File: src/rtl/music_playtime_display.sv
// Music playtime MM:SS counter driving a multiplexed 4-digit seven-segment display.
// Counting runs only while a song is selected, started and not paused.
module music_playtime_display #(
    parameter int CLK_HZ   = 50_000_000,
    parameter int SCAN_DIV = 50_000,
    parameter int WRAP     = 0,
    parameter int BLANK_LZ = 1
) (
    input  logic       CLK,
    input  logic       RST,
    input  logic       Start,
    input  logic       Pause,
    input  logic [2:0] en,
    output logic [7:0] Digitron_Out,
    output logic [3:0] DigitronCS_Out,
    output logic       Full
);
    localparam int PW = (CLK_HZ > 1) ? $clog2(CLK_HZ) : 1;
    localparam int SW = (SCAN_DIV > 1) ? $clog2(SCAN_DIV) : 1;
    localparam logic [PW-1:0] PRESC_MAX = PW'(CLK_HZ - 1);
    localparam logic [SW-1:0] SCAN_MAX  = SW'(SCAN_DIV - 1);
    localparam bit BLANK_EN = (BLANK_LZ != 0);

    logic [PW-1:0] presc;
    logic [SW-1:0] scan_cnt;
    logic [1:0]    digit_idx;
    logic [2:0]    en_q;
    logic [3:0]    sec_units;
    logic [3:0]    sec_tens;
    logic [3:0]    min_units;
    logic [3:0]    min_tens;
    logic [3:0]    cur_digit;
    logic          run;
    logic          tick;
    logic          song_change;
    logic          at_limit;
    logic          blank;

    assign run         = Start & ~Pause & (en != 3'd0);
    assign tick        = run & (presc == PRESC_MAX);
    assign song_change = (en != en_q);
    assign at_limit    = (min_tens == 4'd9) && (min_units == 4'd9) &&
                         (sec_tens == 4'd5) && (sec_units == 4'd9);

    // The prescaler holds while stopped so a resumed second only finishes its remainder.
    always_ff @(posedge CLK) begin
        if (!RST) begin
            en_q  <= en;
            presc <= '0;
        end else begin
            en_q <= en;
            if (song_change) begin
                presc <= '0;
            end else if (run) begin
                presc <= tick ? '0 : presc + 1'b1;
            end
        end
    end

    // A song change beats a coincident tick, so the new song always starts at 00:00.
    always_ff @(posedge CLK) begin
        if (!RST || song_change || (en == 3'd0)) begin
            sec_units <= 4'd0;
            sec_tens  <= 4'd0;
            min_units <= 4'd0;
            min_tens  <= 4'd0;
            Full      <= 1'b0;
        end else if (tick) begin
            if (at_limit) begin
                if (WRAP != 0) begin
                    sec_units <= 4'd0;
                    sec_tens  <= 4'd0;
                    min_units <= 4'd0;
                    min_tens  <= 4'd0;
                    Full      <= 1'b0;
                end else begin
                    Full <= 1'b1;
                end
            end else if (sec_units != 4'd9) begin
                sec_units <= sec_units + 4'd1;
            end else begin
                sec_units <= 4'd0;
                if (sec_tens != 4'd5) begin
                    sec_tens <= sec_tens + 4'd1;
                end else begin
                    sec_tens <= 4'd0;
                    if (min_units != 4'd9) begin
                        min_units <= min_units + 4'd1;
                    end else begin
                        min_units <= 4'd0;
                        min_tens  <= min_tens + 4'd1;
                    end
                end
            end
        end
    end

    always_ff @(posedge CLK) begin
        if (!RST) begin
            scan_cnt  <= '0;
            digit_idx <= 2'd0;
        end else if (scan_cnt == SCAN_MAX) begin
            scan_cnt  <= '0;
            digit_idx <= digit_idx + 2'd1;
        end else begin
            scan_cnt <= scan_cnt + 1'b1;
        end
    end

    always_comb begin
        case (digit_idx)
            2'd0:    cur_digit = sec_units;
            2'd1:    cur_digit = sec_tens;
            2'd2:    cur_digit = min_units;
            default: cur_digit = min_tens;
        endcase
    end

    assign blank = BLANK_EN && (digit_idx == 2'd3) && (min_tens == 4'd0);

    function automatic logic [6:0] seg7(input logic [3:0] d);
        case (d)
            4'd0:    return 7'h3F;
            4'd1:    return 7'h06;
            4'd2:    return 7'h5B;
            4'd3:    return 7'h4F;
            4'd4:    return 7'h66;
            4'd5:    return 7'h6D;
            4'd6:    return 7'h7D;
            4'd7:    return 7'h07;
            4'd8:    return 7'h7F;
            4'd9:    return 7'h6F;
            default: return 7'h00;
        endcase
    endfunction

    // The dp segment on the minute-units digit doubles as the MM:SS colon.
    always_ff @(posedge CLK) begin
        if (!RST) begin
            Digitron_Out   <= 8'h00;
            DigitronCS_Out <= 4'b0000;
        end else begin
            DigitronCS_Out <= 4'b0001 << digit_idx;
            Digitron_Out   <= blank ? 8'h00 : {(digit_idx == 2'd2), seg7(cur_digit)};
        end
    end
endmodule

File: config.mk
export PLATFORM = sky130hd
export DESIGN_NAME = music_playtime_display
export DESIGN_NICKNAME = d
export VERILOG_FILES = /design/src/rtl/music_playtime_display.sv
export SDC_FILE = /design/constraint.sdc
export NUM_CORES = 1
export LEC_CHECK = 0
export BUFFER_PORTS_ARGS = -buffer_cell sky130_fd_sc_hd__buf_2
export CAP_MARGIN = 10
export CORE_ASPECT_RATIO = 0.7
export CORE_MARGIN = 2
export CORE_UTILIZATION = 30
export CTS_CLUSTER_SIZE = 30
export DETAILED_ROUTE_END_ITERATION = 7
export PLACE_DENSITY_LB_ADDON = 0.25
export SYNTH_ARGS = -nofsm -noshare
export SYNTH_HDL_FRONTEND = slang
export SYNTH_SLANG_ARGS = --single-unit
export TNS_END_PERCENT = 5
File: constraint.sdc
create_clock -name CLK -period 3.3 [get_ports CLK]
set_clock_uncertainty 0.1 [all_clocks]
set_input_delay 0.33 -clock CLK [delete_from_list [all_inputs] [get_ports CLK]]
set_output_delay 0.33 -clock CLK [all_outputs]
set_load 0.1 [all_outputs]
## Yosys cells after proc, flatten, opt, wreduce, memory -nomap -nowiden

Memory sizes are Yosys's and may differ from the RTL's. A register that Yosys moved wholly into a read port is not among the register bits.
Index checks and enable logic that the tools add are counted.

| cells by class | value |
|---|---|
| equal/unequal tests | 13 |
| add/subtract/negate cells | 7 |
| reductions and logical operators | 19 |
| mux-type cells | 5 |
| shift-type cells | 1 |
| bitwise operators | 9 |

Operators with widths:

| cell | number |
|---|---|
| $add 26x1->26 const B | 1 |
| $eq 26x26->1 const B | 1 |
| $mux 26 | 1 |
| $add 16x1->16 const B | 1 |
| $add 4x1->4 const B | 4 |
| $eq 16x16->1 const B | 1 |
| $eq 4x4->1 const B | 3 |
| $mux 4 | 3 |
| $pmux 4 s3 | 1 |
| $ne 4x4->1 const B | 2 |
| $not 1->1 | 6 |
| $reduce_or 2->1 | 3 |
| $reduce_and 5->1 | 1 |
| $eq 2x2->1 const B | 2 |
| $eq 4x3->1 const B | 1 |
| $logic_and 1x1->1 | 4 |
| $logic_not 4->1 | 1 |
| $ne 4x3->1 const B | 1 |
| $reduce_and 2->1 | 2 |
| $reduce_and 4->1 | 1 |
| $shl 1x2->4 const A | 1 |
| $and 1x1->1 | 3 |
| $logic_not 3->1 | 1 |
| $ne 3x3->1 | 1 |
| other kinds (7) | 8 |

| word-level totals | value |
|---|---|
| flip-flop bits (word level) | 76 |
| output and inout port bits | 13 |
| memories kept | 1 |
| word-level logic and storage cells | 66 |
| bits in read-only memories | 112 |

Memories:

| memory | depth | width | read ports | clocked after memory_dff | write ports | RTL line | source |
|---|---|---|---|---|---|---|---|
| (name not given) | 16 | 7 | 1 | 1 | 0 | 122 | `case (d)` |

## Longest topological paths before layout

| logic depth | value |
|---|---|
| depth in word-level cells | 6 |
| mapped depth | 9 |
| mapped depth without buffers | 9 |

## Worst setup path after synthesis

OpenSTA, ideal clock, no wires.

| path | value |
|---|---|
| kind | register to register |
| from | reg digit_idx[0] |
| to | reg Digitron_Out[6] |
| setup slack | 1245 ps |
| cell stages (with the launch flop) | 8 |
| data arrival time | 1881 ps |
| required time | 3126 ps |
| cell sequence | dfxtp_1 inv_1 ha_1 a222oi_1 mux2i_1 ha_1 or3_1 o21ai_0 |

| between the ends | value |
|---|---|
| longest elaborated chain between the ends | 3 |
| elaborated cells on any way between the ends | 7 |
| those cells by class | eq/ne: 3; mux: 1; reduce/logical: 3 |

RTL lines:

| element | RTL line | source |
|---|---|---|
| start, declared | 26 | `logic [1:0] digit_idx;` |
| start signal, assigned | 104 | `digit_idx <= digit_idx + 2'd1;` |
| $eq 2x2->1 | 119 | `assign blank = BLANK_EN && (digit_idx == 2'd3) && (min_tens == 4'd0);` |
| $logic_and 1x1->1 | 119 |  |
| $reduce_or 2->1 (no line) | n/a |  |
| end, declared | 14 | `output logic [7:0] Digitron_Out,` |

Several ways; a longest one is shown, not always the timed one.
A chain may end at the register's enable or synchronous reset.

## Worst setup path after layout

| path | value |
|---|---|
| from | reg presc[0] |
| to | reg presc[1] |

| between the ends | value |
|---|---|
| longest elaborated chain between the ends | 3 |
| elaborated cells on any way between the ends | 4 |
| those cells by class | add/sub: 1; eq/ne: 1; mux: 1; bitwise: 1 |

RTL lines:

| element | RTL line | source |
|---|---|---|
| start, declared | 24 | `logic [PW-1:0] presc;` |
| start signal, assigned | 55 | `presc <= tick ? '0 : presc + 1'b1;` |
| branches (longest 2 deep; another with $add 26x1->26) | n/a |  |
| $mux 26 (*) | 55 |  |

Mark *: on every way between the ends.

==> flow_summary.json <==
{
  "cts_sinks": 76,
  "nets": 461,
  "drt_iter0_markers": 227,
  "cellLeakagePower_nw": 1.42,
  "cts_setup_buffers": 0,
  "yosysTopAreaCellShare_pct": 41.0,
  "hpwl_um": 5520,
  "syn_area_per_cell_um2": 8.92,
  "syn_inst": 416,
  "synth.distinct_cells": 53,
  "synth_nets": 438,
  "utilization_pct": 35.7,
  "cp_num_buf_inv": 0,
  "r2r_slack_ps": 860,
  "max_stage_delay_ps": 720,
  "clkPwrFrac_pct": 46.4,
  "initial_core_util_pct": 31.2,
  "coreArea_mm2": 0.0119,
  "antenna_found_initial": 0,
  "cts.clk_slew.worst_paths_ps": 60,
  "grt_pass1_vias": 2694,
  "cpLargestDelayFamily": "simple AND/OR/NAND/NOR gates",
  "timing.rr.end": "presc[1]$_SDFFE_PP0P_",
  "clockRootBuffer": "clkbuf_16",
  "grt.total_usage_pct": 12.5,
  "hold_viol": 0,
  "fin_cells": 600,
  "viasPerCell": 4.95,
  "grt_max_degree": 26,
  "ys_ff_latch": 76,
  "die_area_mm2": 0.0133,
  "ios": 20,
  "outcome": "finished, final reports clean",
  "yosysMostFrequentCell": "dfxtp_1",
  "row_count": 33,
  "gr-total-overflow": 0,
  "ys_seq_area_share_pct": 41.0,
  "hold_ws_ps": 50.5,
  "antenna_cells": 0,
  "powerDensity_mw_per_mm2": 444,
  "slew_violations": 0,
  "worst_r2r_path_depth": 5,
  "end_kind": "register",
  "place.gp.congestion": 0.793,
  "max-slew-margin-rel_pct": 36.2,
  "fin_crit_ps": 2440,
  "numCtsBuffers": 9,
  "ctsResizeCount": 0,
  "setup_tns_ps": 0,
  "setup_viol": 0,
  "seq_power_share_pct": 49.4,
  "ctsHoldBuffers": 0,
  "drive_gt1_share_pct": 12.2,
  "area_growth_pct": 14.5,
  "max_freq_mhz": 411,
  "worstSetupStartpointType": "register",
  "yosys.area.top_type": "dfxtp_1",
  "whs_endpoint": "en_q[2]$_DFF_P_",
  "drc": 0,
  "cp_slowest_cell": "nand2b_1",
  "finalCritPeriodShare_pct": 73.8,
  "ant_nets": 0,
  "yosys_warnings": 0,
  "die_h_um": 97.1,
  "hold_start": "en[2]",
  "grt_pass1_wl_um": 13300,
  "clk_path_buf_depth": 2,
  "synthArstFlopShare_pct": 0,
  "crit_path_cell_trace": "ha_1 > nor4b_4 > nand3_1 > nand2b_1 > o21ai_0",
  "p_int_mw": 1.45,
  "synth_common_cells": "dfxtp_1, nor2_1, xor2_1, nand2_1, a21oi_1",
  "worst_slew_pin_slew_ps": 957,
  "routedWlPerCell_um": 13.0,
  "finalWirelength_um": 7790,
  "syn_area_mm2": 0.00371,
  "min_path_cells": 1,
  "hp-class": "in2reg",
  "cp.arrival_ps": 2510,
  "num_vias": 2968,
  "dp.cells": 585,
  "clock_latency_ps": 340,
  "synth_edf_count": 0,
  "critical_path_class": "reg2reg",
  "combPwrFrac_pct": 4.2,
  "switching_share_pct": 23.4,
  "htree_levels": 3,
  "rsz0062_at_grt": "false",
  "die_w_um": 137,
  "cts_tree": "done",
  "yosys-top-cells-area": "dfxtp_1, xor2_1, ha_1",
  "path_max_fanout": 25,
  "worstPathRequired_ps": 3370,
  "cap_violations": 0,
  "synth_ff_type": "dfxtp_1",
  "power.switching_mw": 0.442,
  "irDropWorstVdd_uv": 231,
  "io_buffers": 19,
  "r2r_start": "presc[0]$_SDFFE_PP0P_",
  "drtPass1Iterations": 5
}
-- area by class of cell --
type                       instances  area (um^2)
tap                              157          196
multi-input combinational        313         2080
timing repair buffer              25          140
inverter                          14         52.6
clock inverter                     5         30.0
sequential                        76         1520
clock buffer                      10          229
fill                            1225         7640
-- routing by layer --
metal / track usage (%) / up-vias / share of wire [%] / wire length, um
met2: 16.8 / 52 / 40 / 3150
li1: - / 1536 / - / -
met5: 0 / - / 0 / 0
met1: 18.4 / 1373 / 54 / 4210
met3: 3.86 / 7 / 4.5 / 348
met4: 4.28 / 0 / 1.0 / 79
-- worst max path at each step --
stage                                          from                          to  slack [ps]  cells past startpoint
after floorplan           digit_idx[0]$_SDFFE_PN0N_  Digitron_Out[6]$_SDFF_PP0_        1240                      7
after global placement                        Pause       presc[1]$_SDFFE_PP0P_         810                      6
after detailed placement                      Pause       presc[1]$_SDFFE_PP0P_         690                      6
after CTS                     presc[0]$_SDFFE_PP0P_       presc[1]$_SDFFE_PP0P_         800                      5
after global routing          presc[0]$_SDFFE_PP0P_       presc[1]$_SDFFE_PP0P_         660                      5
final                         presc[0]$_SDFFE_PP0P_       presc[1]$_SDFFE_PP0P_         860                      5
-- metrics by stage --
step,setup slack (ps),cell area [um^2],total power [mW]
after floorplan,1240,3710,1.01
after global placement,815,3990,1.03
after detailed placement,694,3990,1.03
after CTS,804,4250,1.92
after global routing,660,4250,1.96
final,865,4250,1.89
-- cell usage in the layout (no fill, tap or decap), types with 5 or more instances in the layout --
cell and n:
nor3_1 7, dfxtp_1 76, nand3_1 21, buf_4 6
and3_1 10, or3_1 7, nand2b_1 5, or4_1 6
a21oi_1 23, and4_1 8, clkbuf_16 9, xor2_1 28
xnor2_1 12, ha_1 15, inv_1 14, nor2_1 49
nand2_1 24, buf_2 19, o21ai_0 18, nand4_1 18
o31ai_1 8
-- cells by family (layout without fill, tap and decap cells) --
group | Yosys count | in the layout | synth area share (%)
simple gates | 187 | 187 | 29.2
compound gates | 65 | 65 | 10.6
buf+inv | 27 | 54 | 3.00
fa+ha+maj | 15 | 15 | 5.06
mux | 6 | 6 | 1.69
xor+xnor | 40 | 40 | 9.44
flops | 76 | 76 | 41.0
-- worst register-to-register path: cells and delay by family, from the launching register on --
| kind | cells | cell delay [ps] |
|---|---|---|
| simple gates | 3 | 1350 |
| fa+ha+maj | 1 | 220 |
| compound gates | 1 | 220 |
| flops | 1 | 380 |
-- flip-flops by register name, indices dropped and copies added, names as in the netlist --
name and count:
presc 26, scan_cnt 16, Digitron_Out 8, DigitronCS_Out 4, min_tens 4, min_units 4, sec_tens 4, sec_units 4
en_q 3, digit_idx 2, Full 1
-- power by group through the flow --
stage                     clock, mW  combinational, mW  sequential, mW
after floorplan                   0             0.0262           0.985
after global placement            0             0.0796           0.952
after detailed placement          0             0.0804           0.952
after CTS                     0.906             0.0806           0.932
after global routing          0.941             0.0861           0.933
final                         0.877             0.0793           0.932
No activity file was read; power rests on OpenSTA's default activity.
